File: src/rtl/mem_port_arbiter_pkg.sv
// Shared constants for the IF/MEM single-port memory arbiter.
// State encodings stay plain 2-bit constants so legacy define-based code can match them.
package mem_port_arbiter_pkg;

  localparam int ISIZE          = 16;
  localparam int ARB_STARVE_MAX = 3;

  localparam logic [1:0] ARB_IDLE   = 2'b00;
  localparam logic [1:0] ARB_BUSY_I = 2'b01;
  localparam logic [1:0] ARB_BUSY_D = 2'b10;

  // Saturating increment used by the fetch-starvation counter.
  function automatic logic [2:0] satInc(input logic [2:0] value, input logic [2:0] limit);
    return (value >= limit) ? limit : value + 3'd1;
  endfunction

endpackage

File: src/rtl/mem_port_arbiter.sv
// Arbitrates one single-port memory between instruction fetch and the MEM stage.
// Data accesses win by default; fetch is forced after STARVE_MAX consecutive data grants.
module mem_port_arbiter
  import mem_port_arbiter_pkg::*;
#(
  parameter int ASIZE      = 16,
  parameter int DSIZE      = ISIZE,
  parameter int STARVE_MAX = ARB_STARVE_MAX
) (
  input  logic             clk,
  input  logic             rst_n,
  input  logic             if_req,
  input  logic [ASIZE-1:0] if_addr,
  input  logic             flush,
  output logic [DSIZE-1:0] if_rdata,
  output logic             if_valid,
  input  logic             dm_en,
  input  logic             dm_wr_n,
  input  logic [ASIZE-1:0] dm_addr,
  input  logic [DSIZE-1:0] dm_wdata,
  output logic [DSIZE-1:0] dm_rdata,
  output logic             dm_done,
  output logic             stall_if,
  output logic             stall_mem,
  output logic             mem_req,
  output logic             mem_we,
  output logic [ASIZE-1:0] mem_addr,
  output logic [DSIZE-1:0] mem_wdata,
  input  logic [DSIZE-1:0] mem_rdata,
  input  logic             mem_ack
);

  localparam logic [2:0] STARVE_LIMIT = 3'(STARVE_MAX);

  logic [1:0]       stateReg, stateNext;
  logic [2:0]       starveCnt;
  logic             fetchCancel;
  logic             memReqReg, memWeReg;
  logic [ASIZE-1:0] memAddrReg;
  logic [DSIZE-1:0] memWdataReg, ifRdataReg, dmRdataReg;
  logic             ifValidReg, dmDoneReg;

  logic isIdle, busyI, busyD, arbPoint;
  logic dataPend, fetchPend, starved, grantI, grantD;
  logic fetchAck, dataAck, fetchDeliver;

  always_comb begin
    isIdle    = (stateReg == ARB_IDLE);
    busyI     = (stateReg == ARB_BUSY_I);
    busyD     = (stateReg == ARB_BUSY_D);
    arbPoint  = isIdle | ((busyI | busyD) & mem_ack);
    fetchAck  = busyI & mem_ack;
    dataAck   = busyD & mem_ack;
    dataPend  = dm_en & ~dmDoneReg;
    // if_req is held through its own ack, so the fetch being acked is not a new request.
    fetchPend = if_req & ~ifValidReg & ~fetchAck & ~flush;
    starved   = (starveCnt == STARVE_LIMIT);
    grantI    = arbPoint & fetchPend & (~dataPend | starved);
    grantD    = arbPoint & dataPend & ~grantI;
    // A flush landing on the ack cycle cancels delivery just like a stored cancel.
    fetchDeliver = fetchAck & ~fetchCancel & ~flush;

    stateNext = stateReg;
    if (arbPoint) begin
      if (grantI)      stateNext = ARB_BUSY_I;
      else if (grantD) stateNext = ARB_BUSY_D;
      else             stateNext = ARB_IDLE;
    end else if (!busyI && !busyD) begin
      stateNext = ARB_IDLE;
    end
  end

  always_ff @(posedge clk or negedge rst_n) begin
    if (!rst_n) begin
      stateReg    <= ARB_IDLE;
      starveCnt   <= 3'd0;
      fetchCancel <= 1'b0;
      memReqReg   <= 1'b0;
      memWeReg    <= 1'b0;
      memAddrReg  <= '0;
      memWdataReg <= '0;
      ifRdataReg  <= '0;
      dmRdataReg  <= '0;
      ifValidReg  <= 1'b0;
      dmDoneReg   <= 1'b0;
    end else begin
      stateReg  <= stateNext;
      memReqReg <= (stateNext != ARB_IDLE);

      if (grantD) begin
        memAddrReg  <= dm_addr;
        memWeReg    <= ~dm_wr_n;
        memWdataReg <= dm_wdata;
        starveCnt   <= if_req ? satInc(starveCnt, STARVE_LIMIT) : 3'd0;
      end else if (grantI) begin
        memAddrReg <= if_addr;
        memWeReg   <= 1'b0;
        starveCnt  <= 3'd0;
      end

      dmDoneReg <= dataAck;
      if (dataAck && !memWeReg) dmRdataReg <= mem_rdata;

      ifValidReg <= fetchDeliver;
      if (fetchDeliver) ifRdataReg <= mem_rdata;

      if (fetchAck)           fetchCancel <= 1'b0;
      else if (busyI & flush) fetchCancel <= 1'b1;
    end
  end

  assign mem_req   = memReqReg;
  assign mem_we    = memWeReg;
  assign mem_addr  = memAddrReg;
  assign mem_wdata = memWdataReg;
  assign if_rdata  = ifRdataReg;
  assign if_valid  = ifValidReg;
  assign dm_rdata  = dmRdataReg;
  assign dm_done   = dmDoneReg;
  assign stall_if  = if_req & ~ifValidReg;
  assign stall_mem = dm_en & ~dmDoneReg;

endmodule

File: config.mk
export PLATFORM = sky130hd
export DESIGN_NAME = mem_port_arbiter
export DESIGN_NICKNAME = d
export VERILOG_FILES = /design/src/rtl/mem_port_arbiter_pkg.sv /design/src/rtl/mem_port_arbiter.sv
export SDC_FILE = /design/constraint.sdc
export NUM_CORES = 1
export LEC_CHECK = 0
export ABC_CLOCK_PERIOD_IN_PS = 3600
export CAP_MARGIN = 40
export CELL_PAD_IN_SITES_DETAIL_PLACEMENT = 1
export CELL_PAD_IN_SITES_GLOBAL_PLACEMENT = 1
export CORE_UTILIZATION = 34
export DETAILED_ROUTE_END_ITERATION = 10
export GPL_ROUTABILITY_DRIVEN = 0
export GPL_TIMING_DRIVEN = 0
export HOLD_SLACK_MARGIN = 0.02
export PLACE_DENSITY_LB_ADDON = 0.25
export SLEW_MARGIN = 0
export SYNTH_ARGS = -nofsm -noshare
export SYNTH_HDL_FRONTEND = slang
export SYNTH_SLANG_ARGS = --single-unit
File: constraint.sdc
create_clock -name clk -period 3.6 [get_ports clk]
set_clock_uncertainty 0.1 [all_clocks]
set_input_delay 0.72 -clock clk [delete_from_list [all_inputs] [get_ports clk]]
set_output_delay 0.72 -clock clk [all_outputs]
set_load 0.02 [all_outputs]
==> flow_summary.yaml, run 1 <==
pwr:
  max-vdd-ir-drop_mv: 0.441
  p_per_area_nw_per_um2: 883
  p_leak_nw: 2.14
floorplanning:
  die_w_um: 98.1
  start_util_pct: 35.6
  floorplan.die_area_um2: 9610
  io_pins: 141
  core_area_um2: 8810
  row_count: 34
  die_h_um: 98.1
placement:
  numPortBuffers: 140
  dp_hpwl_um: 6040
sta:
  setup_viol: 0
  maxSlewViolCount: 0
  fin_crit_ns: 2.92
  grt_setup_unrepaired: "false"
  finalHoldViolCount: 0
  finalSetupTns_ns: 0
  worst_slew_pin_slew_ns: 0.428
  fin_crit_sh_pct: 81.0
  fmax_mhz: 343
  relSlewSlack_pct: 71.4
clocking:
  cts_setup_buffers: 0
  holdBufCountCts: 0
  cts.clk_slew.worst_paths_ns: 0.08
  cts_tree: "built"
  clkLatencyLatePin_ns: 0.34
  cts.path.max_buffers: 2
  cts_sinks: 74
  cts_buffers: 9
  ctsResizeCount: 0
  cts_max_level: 3
  cts_root_buf: "clkbuf_8"
critical_path:
  critPathKind: "input port to output port"
  crit_arrival_ns: 2.10
  cp-start-kind: "input port"
  worst_setup_path_end_kind: "output port"
  critPathMaxFanout: 4
  required_ns: 2.78
global_routing:
  grt_pass1_wl_um: 13500
  grt-ovfl-total: 0
  grt_use_total_pct: 17.9
  antenna_found_initial: 0
  grt_max_degree: 59
  grt_pass1_vias: 2666
cells_and_area:
  utilization_pct: 55.7
  antenna_cells: 0
  area_delta_synth_final_pct: 56.3
  drive_above_1_share_pct: 21.2
  multi_input_area_um2: 1190
  regArea_um2: 1850
  fillCellCount: 930
  fin_nets: 474
yosys:
  yosysUniqueCellTypes: 29
  yosys_warnings: 0
  yosysMostFrequentCell: "dfrtp_1"
  ys_seq_elements: 74
  synth_top_area_share_pct: 59.0
  synth_commonest_cells: "74 x dfrtp_1, 41 x nand2_1, 39 x mux2_2, 16 x a31oi_1, 16 x nor2_1"
  synth_top_cell_by_area: "dfrtp_1"
  netlist_instances: 244
  synthesis.nets: 322
  seq_area_frac_synth_pct: 59.0
  ys.flop_type: "dfrtp_1"
  synth_edf_count: 0
  synth_area_per_cell_um2: 12.9
  syn_area_um2: 3140
  ys_async_sr_fraction_pct: 100
  synth.area.top_cells: "dfrtp_1 59%, mux2_2 14%, nand2_1 4.9%, mux2_4 4.3%, a31oi_1 3.2%"
detailed_routing:
  drc: 14
  via_count: 2472
  dr.pass1.iters: 9
  via_per_inst: 4.86
  wl_per_cell_um: 16.0
  drt_iter0_drc: 31
  finalWirelength_um: 8150
  antenna_left: 0
run_status:
  outcome: "complete, but fails checks"
  violations: "design-rule violations"
job:
  cap_violations: 0
min_path:
  min_path_type: "input port to async pin"
==> placed cells by master (no fill, tap or decap), types with 4 or more instances in the layout <==
| cell type | count |
|---|---|
| clkdlybuf4s50_1 | 139 |
| dfrtp_1 | 74 |
| nand2_1 | 41 |
| mux2_2 | 39 |
| nor2_1 | 16 |
| a31oi_1 | 16 |
| clkbuf_8 | 10 |
| mux2_4 | 9 |
| ha_1 | 7 |
| a21oi_1 | 6 |
| buf_2 | 5 |
| inv_1 | 4 |
| buf_4 | 4 |
==> power by group <==
group | switching (W) | total (W) | internal, W
combinational | 0.00105 | 0.00221 | 0.00116
sequential | 0.000218 | 0.00146 | 0.00124
clock | 0.000324 | 0.000663 | 0.000339
total | 0.00159 | 0.00433 | 0.00274
==> kinds of logic after synthesis <==
logic type	after synthesis	share of synthesized area, %
and+or+nand+nor	71	10.6
DFF	74	59.0
AOI/OAI and AO/OA	29	6.18
muxes	48	18.3
adders and majority gates	7	2.79
buffers and inverters	15	3.07
==> layer usage <==
| metal | track usage (%) | routed length [um] | vias up |
|---|---|---|---|
| li1 | - | - | 1146 |
| met1 | 21.9 | 3340 | 1213 |
| met2 | 29.4 | 3870 | 103 |
| met3 | 6.44 | 837 | 10 |
| met4 | 6.29 | 93 | 0 |
| met5 | 0 | 0 | - |
==> per-stage QoR <==
stage / total power [W] / instance area [um^2] / setup slack, ns / hold WS, ns / std cells
2_1_floorplan: 0.00264 / 3140 / 1.60 / 0.324 / 244
3_3_place_gp: 0.00364 / 4670 / -1.02 / 0.388 / 492
3_5_place_dp: 0.00371 / 4700 / 0.680 / 0.392 / 493
4_1_cts: 0.00439 / 4900 / 0.676 / 0.135 / 509
5_1_grt: 0.00460 / 4900 / 0.638 / 0.138 / 509
6_report: 0.00433 / 4900 / 0.684 / 0.140 / 509
==> critical path, stage by stage <==
cell and delay (ns):
clkdlybuf4s50_1 0.55, and2b_1 0.20, clkdlybuf4s50_1 0.63
==> state kept, by name, indices dropped and copies added (netlist names) <==
name / cells
stateReg: 2
starveCnt: 3
if_rdata: 16
mem_addr: 16
mem_we: 1
fetchCancel: 1
mem_wdata: 16
if_valid: 1
dm_done: 1
mem_req: 1
dm_rdata: 16
==> area by class of cell <==
class                   instances  area share, %
plain buffers                  11           1.66
repair buffers                141           29.1
multi-input cells             155           24.2
clock buffers                  10           2.81
clock inverters                 6           1.35
inverters                       4          0.306
well taps                     108           2.76
flip-flops and latches         74           37.8
==> worst paths after layout <==
path | startpoint | to | slack (ns) | cells past startpoint
max in group asynchronous | rst_n | dm_rdata[7] | 2.68 | 2
min reg2reg | dm_rdata[3] | dm_rdata[3] | 0.41 | 1
min in group clk | dm_rdata[3] | dm_rdata[3] | 0.41 | 1
min | rst_n | mem_addr[15] | 0.14 | 1
max | if_req | stall_if | 0.68 | 3
max reg2reg | stateReg[1] | mem_wdata[13] | 1.56 | 7
Note: power is estimated with default switching activity, not from simulation.
==> run 2: changes to the inputs <==
- ABC_CLOCK_PERIOD_IN_PS: 3600 -> 2800
- CORE_UTILIZATION: 34 -> 32
- clock period: 3.6 -> 2.8 ns (I/O delays scaled with it)
==> run 2 against run 1 <==
Compared with the run above: the flow now finishes without violations; wire length grew 2.0%; sequential share of layout area is 0.12 points lower; worst hold slack got worse by 0.064 ns; non-clock buffer count unchanged; utilization down 3.2 points; first-iteration DRC count down 3.2%; global-route usage shrank 0.81 points; sequential power up 28%; worst setup slack got worse by 0.47 ns.
==> flow_summary.yaml, run 2 (synthesized netlist as in run 1, its figures left out) <==
global_routing:
  grt-ovfl-total: 0
  grt_pass1_wl_um: 13300
  grt_pass1_vias: 2743
  antenna_found_initial: 0
  grt_use_total_pct: 17.1
  grt_max_degree: 39
placement:
  dp_hpwl_um: 6130
  postPlaceCellArea_um2: 4720
  numPortBuffers: 140
floorplanning:
  core_area_um2: 9370
  io_pins: 141
  floorplan.die_area_um2: 10200
  row_count: 35
  die_h_um: 101
  die_w_um: 101
  start_util_pct: 33.5
critical_path:
  crit_arrival_ns: 1.93
  crit_start: "if_req"
  critPathMaxFanout: 4
  worst_setup_path_end_kind: "output port"
  cp-start-kind: "input port"
  worstReg2RegStart: "stateReg[1]"
  critPathKind: "input port to output port"
  required_ns: 2.14
detailed_routing:
  wl_per_cell_um: 15.7
  drc: 0
  dr.pass1.iters: 4
  finalWirelength_um: 8310
  via_count: 2454
  drt_iter0_drc: 30
  antenna_left: 0
  via_per_inst: 4.63
sta:
  setup_viol: 0
  worst_slew_pin_slew_ns: 0.522
  finalHoldViolCount: 0
  fin_crit_ns: 2.59
  maxSlewViolCount: 0
  relSlewSlack_pct: 65.2
  grt_setup_unrepaired: "false"
  fin_crit_sh_pct: 92.5
  fmax_mhz: 386
clocking:
  cts.clk_slew.worst_paths_ns: 0.09
  cts_buffers: 9
  cts_tree: "built"
  cts_setup_buffers: 0
  cts.path.max_buffers: 2
  cts_sinks: 74
  holdBufCountCts: 0
  ctsResizeCount: 0
  cts_max_level: 3
  clkLatencyLatePin_ns: 0.34
  cts_root_buf: "clkbuf_8"
cells_and_area:
  area_delta_synth_final_pct: 56.8
  fin_nets: 474
  layout_common_cells: "139 x clkdlybuf4s50_1, 74 x dfrtp_1, 41 x nand2_1"
  antenna_cells: 0
  utilization_pct: 52.5
  layout_commonest_cell: "clkdlybuf4s50_1"
  drive_above_1_share_pct: 21.2
  final_area_um2: 4920
min_path:
  min_path_type: "input port to async pin"
pwr:
  max-vdd-ir-drop_mv: 0.488
  p_per_area_nw_per_um2: 1130
  p_leak_nw: 2.13
job:
  cap_violations: 0
run_status:
  outcome: "finished clean"
[run 2: cell types whose count changed in the layout (fill, tap and decap cells not counted)]
cell	before	now
clkinvlp_4	3	4
clkbuf_8	10	9
buf_16	1	0
buf_12	0	1
inv_6	0	1
clkinv_2	1	0
[run 2: worst paths after layout]
path                            cells past startpoint  slack, ns            end
worst max register to register                      7       0.71  mem_wdata[11]
min in group clk                                    1       0.41  mem_wdata[15]
worst max-delay path                                3       0.21       stall_if
max in group asynchronous                           2       1.94    dm_rdata[9]
worst min register to register                      1       0.41  mem_wdata[15]
worst min-delay path                                1       0.08    mem_addr[2]
[run 2: stage by stage]
stage	hold WS (ns)	cells	setup TNS (ns)	setup WS (ns)	power (W)
final	0.0763	530	0	0.211	0.00556
after global routing	0.0945	530	0	0.141	0.00591
after CTS	0.0848	530	0	0.194	0.00565
after detailed placement	0.394	514	0	0.193	0.00477
after global placement	0.386	513	-122.35	-1.66	0.00469
after floorplan	0.164	244	0	0.923	0.00339
[run 2: cell type report]
| type | count | area, um^2 |
|---|---|---|
| Sequential cell | 74 | 1850 |
| Buffer | 11 | 81.3 |
| Clock buffer | 9 | 124 |
| Multi-Input combinational cell | 155 | 1190 |
| Fill cell | 1016 | 4450 |
| Tap cell | 129 | 161 |
| Clock inverter | 7 | 77.6 |
| Inverter | 4 | 15.0 |
| Timing Repair Buffer | 141 | 1420 |
[run 2: metal layers]
| metal | vias to the layer above | part of all wire [%] | global-route usage (%) |
|---|---|---|---|
| li1 | 1142 | - | - |
| met2 | 105 | 47 | 28.3 |
| met4 | 0 | 0.43 | 5.69 |
| met5 | - | 0 | 0 |
| met3 | 4 | 9.0 | 6.93 |
| met1 | 1203 | 43 | 20.3 |
[run 2: critical path: stages]
cell	delay [ns]
clkdlybuf4s50_1	0.53
and2b_1	0.20
clkdlybuf4s50_1	0.63
[run 2: where the power goes]
| group | leakage, nW | switching [W] | total (W) | internal (W) |
|---|---|---|---|---|
| Combinational | 1.14 | 0.00135 | 0.00284 | 0.00149 |
| Sequential | 0.906 | 0.000280 | 0.00187 | 0.00159 |
| Clock | 0.0881 | 0.000435 | 0.000851 | 0.000416 |
